$ cat src/rtl/uart_rx_fifo.sv
// ============================================================================
// Module      : uart_rx_fifo
// Description : 8N1 serial receiver with a first-word-fall-through byte FIFO.
//               The rx line is double-flopped, deframed by a one-hot FSM that
//               samples mid-bit, and good bytes are pushed into the FIFO. The
//               FIFO head, the not-empty flag and the pop strobe form the
//               consumer-side handshake.
// Revision    : 1.0 - initial release
// ----------------------------------------------------------------------------
// Ports:
//   clk_i            system clock, rising-edge active
//   rst_ni           asynchronous active-low reset
//   rx_i             asynchronous serial line, idles high
//   data_out_o       FIFO head byte, 8'h00 when empty
//   data_present_o   FIFO not empty
//   data_read_i      pop strobe from the consumer
//   fill_count_o     bytes held, 0 .. 2**FIFO_AW
//   framing_error_o  one-cycle pulse on a bad stop bit
//   overrun_error_o  sticky: a byte was dropped because the FIFO was full
//   clear_errors_i   synchronous clear of overrun_error_o
// ============================================================================
`timescale 1ns/1ps
`default_nettype none

module uart_rx_fifo #(
    parameter int CLKS_PER_BIT = 868,
    parameter int FIFO_AW      = 4
) (
    input  logic               clk_i,
    input  logic               rst_ni,
    input  logic               rx_i,
    output logic [7:0]         data_out_o,
    output logic               data_present_o,
    input  logic               data_read_i,
    output logic [FIFO_AW:0]   fill_count_o,
    output logic               framing_error_o,
    output logic               overrun_error_o,
    input  logic               clear_errors_i
);

    localparam int                 DEPTH      = 1 << FIFO_AW;
    localparam int                 CNT_W      = $clog2(CLKS_PER_BIT);
    localparam logic [CNT_W-1:0]   BIT_LAST   = CNT_W'(CLKS_PER_BIT - 1);
    localparam logic [CNT_W-1:0]   HALF_LAST  = CNT_W'(CLKS_PER_BIT / 2 - 1);
    localparam logic [FIFO_AW:0]   FULL_COUNT = (FIFO_AW + 1)'(DEPTH);

    typedef enum logic [3:0] {
        ST_IDLE  = 4'b0001,
        ST_START = 4'b0010,
        ST_DATA  = 4'b0100,
        ST_STOP  = 4'b1000
    } state_e;

    // ------------------------------------------------------------------
    // Input synchronizer: both flops reset to the idle (high) level so a
    // reset never looks like a start bit.
    // ------------------------------------------------------------------
    logic rx_meta_q;
    logic rx_s_q;

    always_ff @(posedge clk_i or negedge rst_ni) begin
        if (!rst_ni) begin
            rx_meta_q <= 1'b1;
            rx_s_q    <= 1'b1;
        end else begin
            rx_meta_q <= rx_i;
            rx_s_q    <= rx_meta_q;
        end
    end

    // ------------------------------------------------------------------
    // Receiver FSM
    // ------------------------------------------------------------------
    state_e           state_q;
    logic [CNT_W-1:0] cnt_q;
    logic [2:0]       bit_idx_q;
    logic [7:0]       shift_q;
    logic             framing_q;

    logic w_bit_tick;
    logic w_push;

    assign w_bit_tick = (cnt_q == BIT_LAST);
    // The push is combinational so the FIFO updates on the stop-sample edge.
    assign w_push     = (state_q == ST_STOP) && w_bit_tick && rx_s_q;

    always_ff @(posedge clk_i or negedge rst_ni) begin
        if (!rst_ni) begin
            state_q   <= ST_IDLE;
            cnt_q     <= '0;
            bit_idx_q <= 3'd0;
            shift_q   <= 8'h00;
            framing_q <= 1'b0;
        end else begin
            framing_q <= 1'b0;
            unique case (state_q)
                ST_IDLE: begin
                    if (!rx_s_q) begin
                        state_q <= ST_START;
                        cnt_q   <= '0;
                    end
                end
                ST_START: begin
                    // Re-check the line at mid start bit to reject glitches.
                    if (cnt_q == HALF_LAST) begin
                        cnt_q <= '0;
                        if (!rx_s_q) begin
                            state_q   <= ST_DATA;
                            bit_idx_q <= 3'd0;
                        end else begin
                            state_q <= ST_IDLE;
                        end
                    end else begin
                        cnt_q <= cnt_q + 1'b1;
                    end
                end
                ST_DATA: begin
                    if (w_bit_tick) begin
                        cnt_q   <= '0;
                        shift_q <= {rx_s_q, shift_q[7:1]};
                        if (bit_idx_q == 3'd7) begin
                            state_q <= ST_STOP;
                        end else begin
                            bit_idx_q <= bit_idx_q + 3'd1;
                        end
                    end else begin
                        cnt_q <= cnt_q + 1'b1;
                    end
                end
                ST_STOP: begin
                    if (w_bit_tick) begin
                        cnt_q     <= '0;
                        state_q   <= ST_IDLE;
                        framing_q <= ~rx_s_q;
                    end else begin
                        cnt_q <= cnt_q + 1'b1;
                    end
                end
                default: begin
                    state_q <= ST_IDLE;
                    cnt_q   <= '0;
                end
            endcase
        end
    end

    assign framing_error_o = framing_q;

    // ------------------------------------------------------------------
    // FIFO
    // ------------------------------------------------------------------
    logic [7:0]         mem_q [DEPTH];
    logic [FIFO_AW-1:0] rd_ptr_q, rd_ptr_d;
    logic [FIFO_AW-1:0] wr_ptr_q, wr_ptr_d;
    logic [FIFO_AW:0]   count_q,  count_d;
    logic               overrun_q, overrun_d;

    logic w_pop;
    logic w_full;
    logic w_write;
    logic w_overrun_set;

    assign data_present_o = (count_q != '0);
    assign w_full         = (count_q == FULL_COUNT);
    assign w_pop          = data_read_i && data_present_o;
    // A push into a full FIFO still lands if a pop frees a slot this cycle.
    assign w_write        = w_push && (!w_full || w_pop);
    assign w_overrun_set  = w_push && w_full && !w_pop;

    always_comb begin
        rd_ptr_d  = rd_ptr_q;
        wr_ptr_d  = wr_ptr_q;
        count_d   = count_q;
        overrun_d = overrun_q;

        if (w_pop) begin
            rd_ptr_d = rd_ptr_q + 1'b1;
        end
        if (w_write) begin
            wr_ptr_d = wr_ptr_q + 1'b1;
        end

        case ({w_write, w_pop})
            2'b10:   count_d = count_q + 1'b1;
            2'b01:   count_d = count_q - 1'b1;
            default: count_d = count_q;
        endcase

        // A new overrun outranks a clear in the same cycle.
        if (w_overrun_set) begin
            overrun_d = 1'b1;
        end else if (clear_errors_i) begin
            overrun_d = 1'b0;
        end
    end

    always_ff @(posedge clk_i or negedge rst_ni) begin
        if (!rst_ni) begin
            rd_ptr_q  <= '0;
            wr_ptr_q  <= '0;
            count_q   <= '0;
            overrun_q <= 1'b0;
        end else begin
            rd_ptr_q  <= rd_ptr_d;
            wr_ptr_q  <= wr_ptr_d;
            count_q   <= count_d;
            overrun_q <= overrun_d;
        end
    end

    // Storage needs no reset: unread entries are masked by data_present_o.
    always_ff @(posedge clk_i) begin
        if (w_write) begin
            mem_q[wr_ptr_q] <= shift_q;
        end
    end

    assign data_out_o      = data_present_o ? mem_q[rd_ptr_q] : 8'h00;
    assign fill_count_o    = count_q;
    assign overrun_error_o = overrun_q;

endmodule

`default_nettype wire

$ cat config.mk
export PLATFORM = sky130hd
export DESIGN_NAME = uart_rx_fifo
export DESIGN_NICKNAME = d
export VERILOG_FILES = /design/src/rtl/uart_rx_fifo.sv
export SDC_FILE = /design/constraint.sdc
export NUM_CORES = 1
export LEC_CHECK = 0
export ABC_AREA = 0
export CORE_ASPECT_RATIO = 2
export CORE_MARGIN = 1.5
export CORE_UTILIZATION = 37
export DETAILED_ROUTE_END_ITERATION = 12
export GPL_TIMING_DRIVEN = 0
export HOLD_SLACK_MARGIN = 0.02
export PLACE_DENSITY = 0.55
export SLEW_MARGIN = 5
export SYNTH_ARGS = -nofsm -noshare
export SYNTH_HDL_FRONTEND = slang
export SYNTH_SLANG_ARGS = --single-unit
$ cat constraint.sdc
create_clock -name clk_i -period 4.5 [get_ports clk_i]
set_input_delay 0.9 -clock clk_i [delete_from_list [all_inputs] [get_ports clk_i]]
set_output_delay 0.9 -clock clk_i [all_outputs]
set_load 0.05 [all_outputs]
==> Yosys cells after proc, flatten, opt, wreduce, memory -nomap -nowiden <==
Memory sizes are Yosys's and may differ from the RTL's.
Cells that the tools add are included.
{ "classes": {"muxes": 24, "bitwise": 1, "reduce_logical": 17, "eq_ne": 17, "add_sub_neg": 6} }
{ "ops": {"columns": ["cell", "n"], "rows": [
  ["10-bit two-way mux", 3],
  ["10-bit one-hot mux with 3 select lines", 1],
  ["4-bit two-way mux", 5],
  ["4-bit one-hot mux with 4 select lines", 1],
  ["3-bit two-way mux", 5],
  ["2-bit != test, second input constant", 7],
  ["10-bit by 1-bit adder with 10-bit output, second input constant", 1],
  ["10-bit == test, second input constant", 1],
  ["10-bit by 9-bit == test with 1-bit output, second input constant", 1],
  ["5-bit one-hot mux with 2 select lines", 1],
  ["5-bit AND reduction", 2],
  ["4-bit by 1-bit adder with 4-bit output, second input constant", 2],
  ["8-bit two-way mux", 1],
  ["1-bit logical AND", 6],
  ["1-bit two-way mux", 6],
  ["3-bit one-hot mux with 2 select lines", 1],
  ["2-bit nonzero test", 3],
  ["5-bit by 1-bit adder with 5-bit output, second input constant", 1],
  ["5-bit == test, second input constant", 1],
  ["5-bit nonzero test", 1],
  ["5-bit by 1-bit subtractor with 5-bit output, second input constant", 1],
  ["4-bit by 1-bit == test with 1-bit output, second input constant", 1],
  ["4-bit by 2-bit == test with 1-bit output, second input constant", 1],
  ["4-bit by 3-bit == test with 1-bit output, second input constant", 1],
  ["other kinds (10)", 11]
]} }
{ "totals": {"mem_bits_rw": 128, "reg_bits": 42, "inputBits": 5, "memories": 1, "out_inout_bits": 16} }
{ "mem_list": {"columns": ["memory", "depth", "width", "read_ports", "rd_ports_with_merged_regs", "write_ports", "line", "source"], "rows": [
  ["mem_q", 16, 8, 1, 0, 1, "152", "logic [7:0] mem_q [DEPTH];"]
]} }

==> Logic depth before layout (Yosys ltp) <==
{ "logic_depth": {"word_depth": 6, "mapped_depth": 10, "mapped_depth_nobuf": 10} }

==> Least setup slack after synthesis <==
No wires, ideal clock.
{ "synth_timing": {"path_kind": "flip-flop to output port", "start": "register count_q[1], in the netlist fill_count_o[1]", "end": "output data_out_o[0]", "arrival_time_ns": 2.198, "t_required_ns": 3.600, "n_path_buf": 1, "path_stages_with_launch": 5, "slack_ns": 1.402, "path_cell_list": "dfrtp_1 > nor4_2 > nand2b_1 > clkbuf_1 > and2_1"} }
{ "synth_via": {"elab_chain_cells": 2} }
{ "synth_rtl": {"columns": ["item", "line", "source"], "rows": [
  ["from (decl)", "155", "logic [FIFO_AW:0] count_q, count_d;"],
  ["from (signal assigned)", "206", "count_q <= count_d;"],
  ["5-bit nonzero test", "163", "assign data_present_o = (count_q != '0);"],
  ["net data_present_o", "33", "output logic data_present_o,"],
  ["8-bit two-way mux", "218", "assign data_out_o = data_present_o ? mem_q[rd_ptr_q] : 8'h00;"],
  ["to (decl)", "32", "output logic [7:0] data_out_o,"]
]} }
The timed path passes the listed nets, and every way through them passes these cells.

==> Worst setup path after layout <==
{ "layout_timing": {"start": "register rd_ptr_q[0]", "end": "output data_out_o[2]"} }
{ "layout_via": {"elab_chain_cells": 2} }
{ "layout_rtl": {"columns": ["item", "line", "source"], "rows": [
  ["from (decl)", "153", "logic [FIFO_AW-1:0] rd_ptr_q, rd_ptr_d;"],
  ["from (signal assigned)", "204", "rd_ptr_q <= rd_ptr_d;"],
  ["memory read 16 x 8 bit", null, null],
  ["8-bit two-way mux", "218", null]
]} }
Every way passes these cells.

==> parameters.txt <==
Parameter                              Value

Status
  Result of the run    completed

Route
  Vias per inst    5.23
  DRC violations left    0
  Detailed Routing Iterations Pass 1    4
  Final wirelength    15.4 mm
  Remaining antenna violation count    0
  First DRT Iteration DRCs    150
  Post-DR wirelength/cell    20.4 um
  Via count    3940

Pwr
  Clock share of power    42.7%
  Cell internal power dissipation    2.57 mW
  Worst voltage drop across the vdd grid    0.275 mV
  Leakage power total    3.31 nW
  Proportion of total power due to net switching    21.5%
  Net switching power of the design    702 uW
  Total power consumption of the routed design    3.27 mW
  Sequential share of power    52.3%
  Power share of the combinational group    5.0%
  Total power divided by cell area    384 mW/mm^2

Clock tree
  Number of levels the H-tree was split into    4
  Resize count post-CTS    0
  Maximum buffer depth of the clock tree    2
  Hold-fix buffers at CTS    0
  Root Buffer    sky130_fd_sc_hd__clkbuf_16
  Setup bufs post-CTS    0
  Later-pin clock latency in the skew report    0.42 ns
  TritonCTS clock tree    done
  # clock sinks    170
  Number of CTS-inserted buffers    17
  Clock Pin Slew Worst Setup and Hold Paths    0.06 ns

Die
  Boundary Pins    21
  Die Y    202 um
  Die outline area    0.0207 mm^2
  Effective utilization at floorplan    37.9%
  Die width    103 um
  Std-Cell Rows    72
  Core area    0.0194 mm^2

Synthesis
  Share of the synthesized area in the top cell type    52.4%
  Number of cells produced by synthesis    437
  Number of synthesized flops with an enable pin    128
  Synth area leader    sky130_fd_sc_hd__edfxtp_1
  Leading post-synthesis cells by cell area    sky130_fd_sc_hd__edfxtp_1, sky130_fd_sc_hd__dfrtp_1, sky130_fd_sc_hd__mux4_2, sky130_fd_sc_hd__ha_1, sky130_fd_sc_hd__and2_1
  Async set or reset register ratio after synthesis    24.7%
  Flop and latch count out of synthesis    170
  Syn Std Cell Area    0.00733 mm^2
  Post-synth cell types    53
  Number of warnings reported in the yosys synthesis log    0
  Dominant register cell in the synthesized netlist    sky130_fd_sc_hd__edfxtp_1
  Register area share after synthesis    66.8%
  Nets in the synthesized netlist    455
  Average footprint of a synthesized cell    16.8 um^2

Placed design
  HPWL after DPL    11.4 mm
  Placer congestion estimate    0.812
  Cells after DPL    721
  I/O Buffers    20

Final layout
  Area of the multi-input gates    0.00233 mm^2
  Number of standard cells in the layout, taps in and fillers out    753
  Sequential Area    0.00490 mm^2
  Share of post-route cells with drive strength above 1    22.9%
  N_diodes    0
  Number of fillers in the final layout    1717
  Net count reported at finish    499
  Area added between synthesis and finish    16.1%

Worst setup path
  Worst reg2reg startpoint    cnt_q[0]$_DFFE_PN0P_
  Worst path required time    3.60 ns
  Standard cell with the maximum stage delay on the critical path    sky130_fd_sc_hd__clkdlybuf4s50_1
  Cell count along the critical path    6
  Critical register-to-register path endpoint    fill_count_o[4]$_DFFE_PN0P_
  Data arrival, critical path    3.39 ns
  Worst Setup End Kind    primary output
  Max incr delay on CP    0.69 ns
  Top delay family on crit path    buffers and inverters
  Kind of critical path    reg -> out
  Register-to-Register Setup Slack    1.08 ns
  Cell-by-cell trace of the critical path    buf_2 > buf_2 > mux4_2 > mux4_2 > and2_1 > clkdlybuf4s50_1
  Buf/Inv on CP    3
  Length in cells of the worst reg-to-reg path    10
  Largest fanout on the critical path    10
  Startpoint type of the worst setup path    register

Global route
  Number of global-route vias before repair    4254
  Wire length of the first global-routing pass    23.8 mm
  Layer with the highest usage    met2
  Met2 track demand over resource in global routing    31.2%
  Global route total overflow    0
  Fraction of met1 tracks used by global routing    15.7%
  Global-route track usage on met3    2.28%
  Global-route usage over all layers    16.0%
  Number of antenna violations at the first check in global routing    0
  Pin count of the biggest net entering global routing    34

Timing
  Max_slew headroom    27.3%
  Min Clock Period, post-route    4.29 ns
  Setup-failing EPs final    0
  Max Clock Skew    0.00971 ns
  Final-report hold violation count    0
  Setup repair after global routing missed its margin    no
  Maximum operating frequency    233 MHz
  Transition at the pin with the smallest max-transition slack    1.09 ns
  Fin. max-slew vios    0
  WHS    0.353 ns
  Total negative slack for setup checks    0 ns
  Final cycle utilization of the critical path    95.4%

Run
  Reported max-cap violation count    0

Hold path
  Type of the most critical hold path    in -> async
## layout by cell type, fill, tap and decap left out, types with 11 or more instances in the layout
| master | instances |
|---|---|
| sky130_fd_sc_hd__clkbuf_16 | 20 |
| sky130_fd_sc_hd__clkbuf_1 | 11 |
| sky130_fd_sc_hd__a21oi_1 | 12 |
| sky130_fd_sc_hd__ha_1 | 12 |
| sky130_fd_sc_hd__nor2_1 | 12 |
| sky130_fd_sc_hd__inv_1 | 11 |
| sky130_fd_sc_hd__mux4_2 | 40 |
| sky130_fd_sc_hd__nand2_1 | 22 |
| sky130_fd_sc_hd__dfrtp_1 | 39 |
| sky130_fd_sc_hd__and2_1 | 20 |
| sky130_fd_sc_hd__clkdlybuf4s50_1 | 19 |
| sky130_fd_sc_hd__edfxtp_1 | 128 |
| sky130_fd_sc_hd__o21ai_0 | 19 |
## power by group through the flow
stage                     clock network (mW)  logic [mW]  registers (mW)
after floorplan                            0       0.112            1.74
final                                   1.40       0.164            1.71
after global placement                     0       0.158            1.74
after CTS                               1.44       0.164            1.71
after global routing                    1.48       0.183            1.71
after detailed placement                   0       0.163            1.74
## how the worst max path moves through the flow
stage / start / end / slack [ns]
6_report: rd_ptr_q[0]$_DFFE_PN0P_ / data_out_o[2] / 0.21
5_1_grt: rd_ptr_q[0]$_DFFE_PN0P_ / data_out_o[1] / 0.08
4_1_cts: rd_ptr_q[1]$_DFFE_PN0P_ / data_out_o[2] / 0.003
3_5_place_dp: rd_ptr_q[1]$_DFFE_PN0P_ / data_out_o[2] / 0.47
3_3_place_gp: rd_ptr_q[1]$_DFFE_PN0P_ / data_out_o[2] / 0.44
2_1_floorplan: fill_count_o[1]$_DFFE_PN0P_ / data_out_o[0] / 1.40
## cell type report
| class | instances | area share [%] |
|---|---|---|
| tap | 259 | 3.81 |
| clock inverter | 9 | 0.676 |
| sequential | 170 | 57.5 |
| buffer | 19 | 1.06 |
| inverter | 11 | 0.485 |
| timing repair buffer | 25 | 2.88 |
| clock buffer | 23 | 6.13 |
| multi-input combinational | 237 | 27.4 |
## cell families after synthesis
group / after synthesis / synth area share (%)
flops: 170 / 66.8
mux: 54 / 14.3
compound gates: 49 / 4.16
fa+ha+maj: 13 / 2.32
xor+xnor: 12 / 1.43
simple gates: 109 / 9.21
buf+inv: 30 / 1.74
## per-stage QoR
stage	setup slack [ns]	utilization [%]	area, um^2
after floorplan	1.40	-	7330
after global placement	0.442	40.6	7860
after detailed placement	0.466	40.9	7930
after CTS	0.00261	43.9	8510
after global routing	0.0782	43.9	8510
final	0.209	43.9	8510
## sequential cells by signal, summed over array words and instances (netlist names)
name and flops:
cnt_q 10, rd_ptr_q 4, framing_error_o 1, rx_meta_q 1, mem_q 128, wr_ptr_q 4
shift_q 8, rx_s_q 1, overrun_error_o 1, bit_idx_q 3, state_q 4, fill_count_o 5
## synth_stat cells (all sizes together) (2+ instances only)
library cell	count
a21o	2
a21oi	12
a22o	4
a31oi	2
and2	20
buf	7
clkbuf	12
dfrtp	39
dfstp	3
edfxtp	128
ha	12
inv	11
mux2	9
mux2i	5
mux4	40
nand2	23
nand2b	3
nand3	9
nand3b	4
nand4	4
nor2	12
nor2b	3
nor3	5
nor3b	4
nor4	7
nor4b	3
nor4bb	2
o21ai	19
o22a	2
o311ai	2
or3	3
or4	2
or4b	3
xnor2	8
xor2	4
## per-layer routing
metal	share of wire (%)	vias up	wire length, um
met3	1.9	26	288
met2	60	63	9190
met1	35	2043	5370
li1	-	1808	-
met4	3.5	0	532
met5	0	-	0
Power figures use the tool's default switching activity.
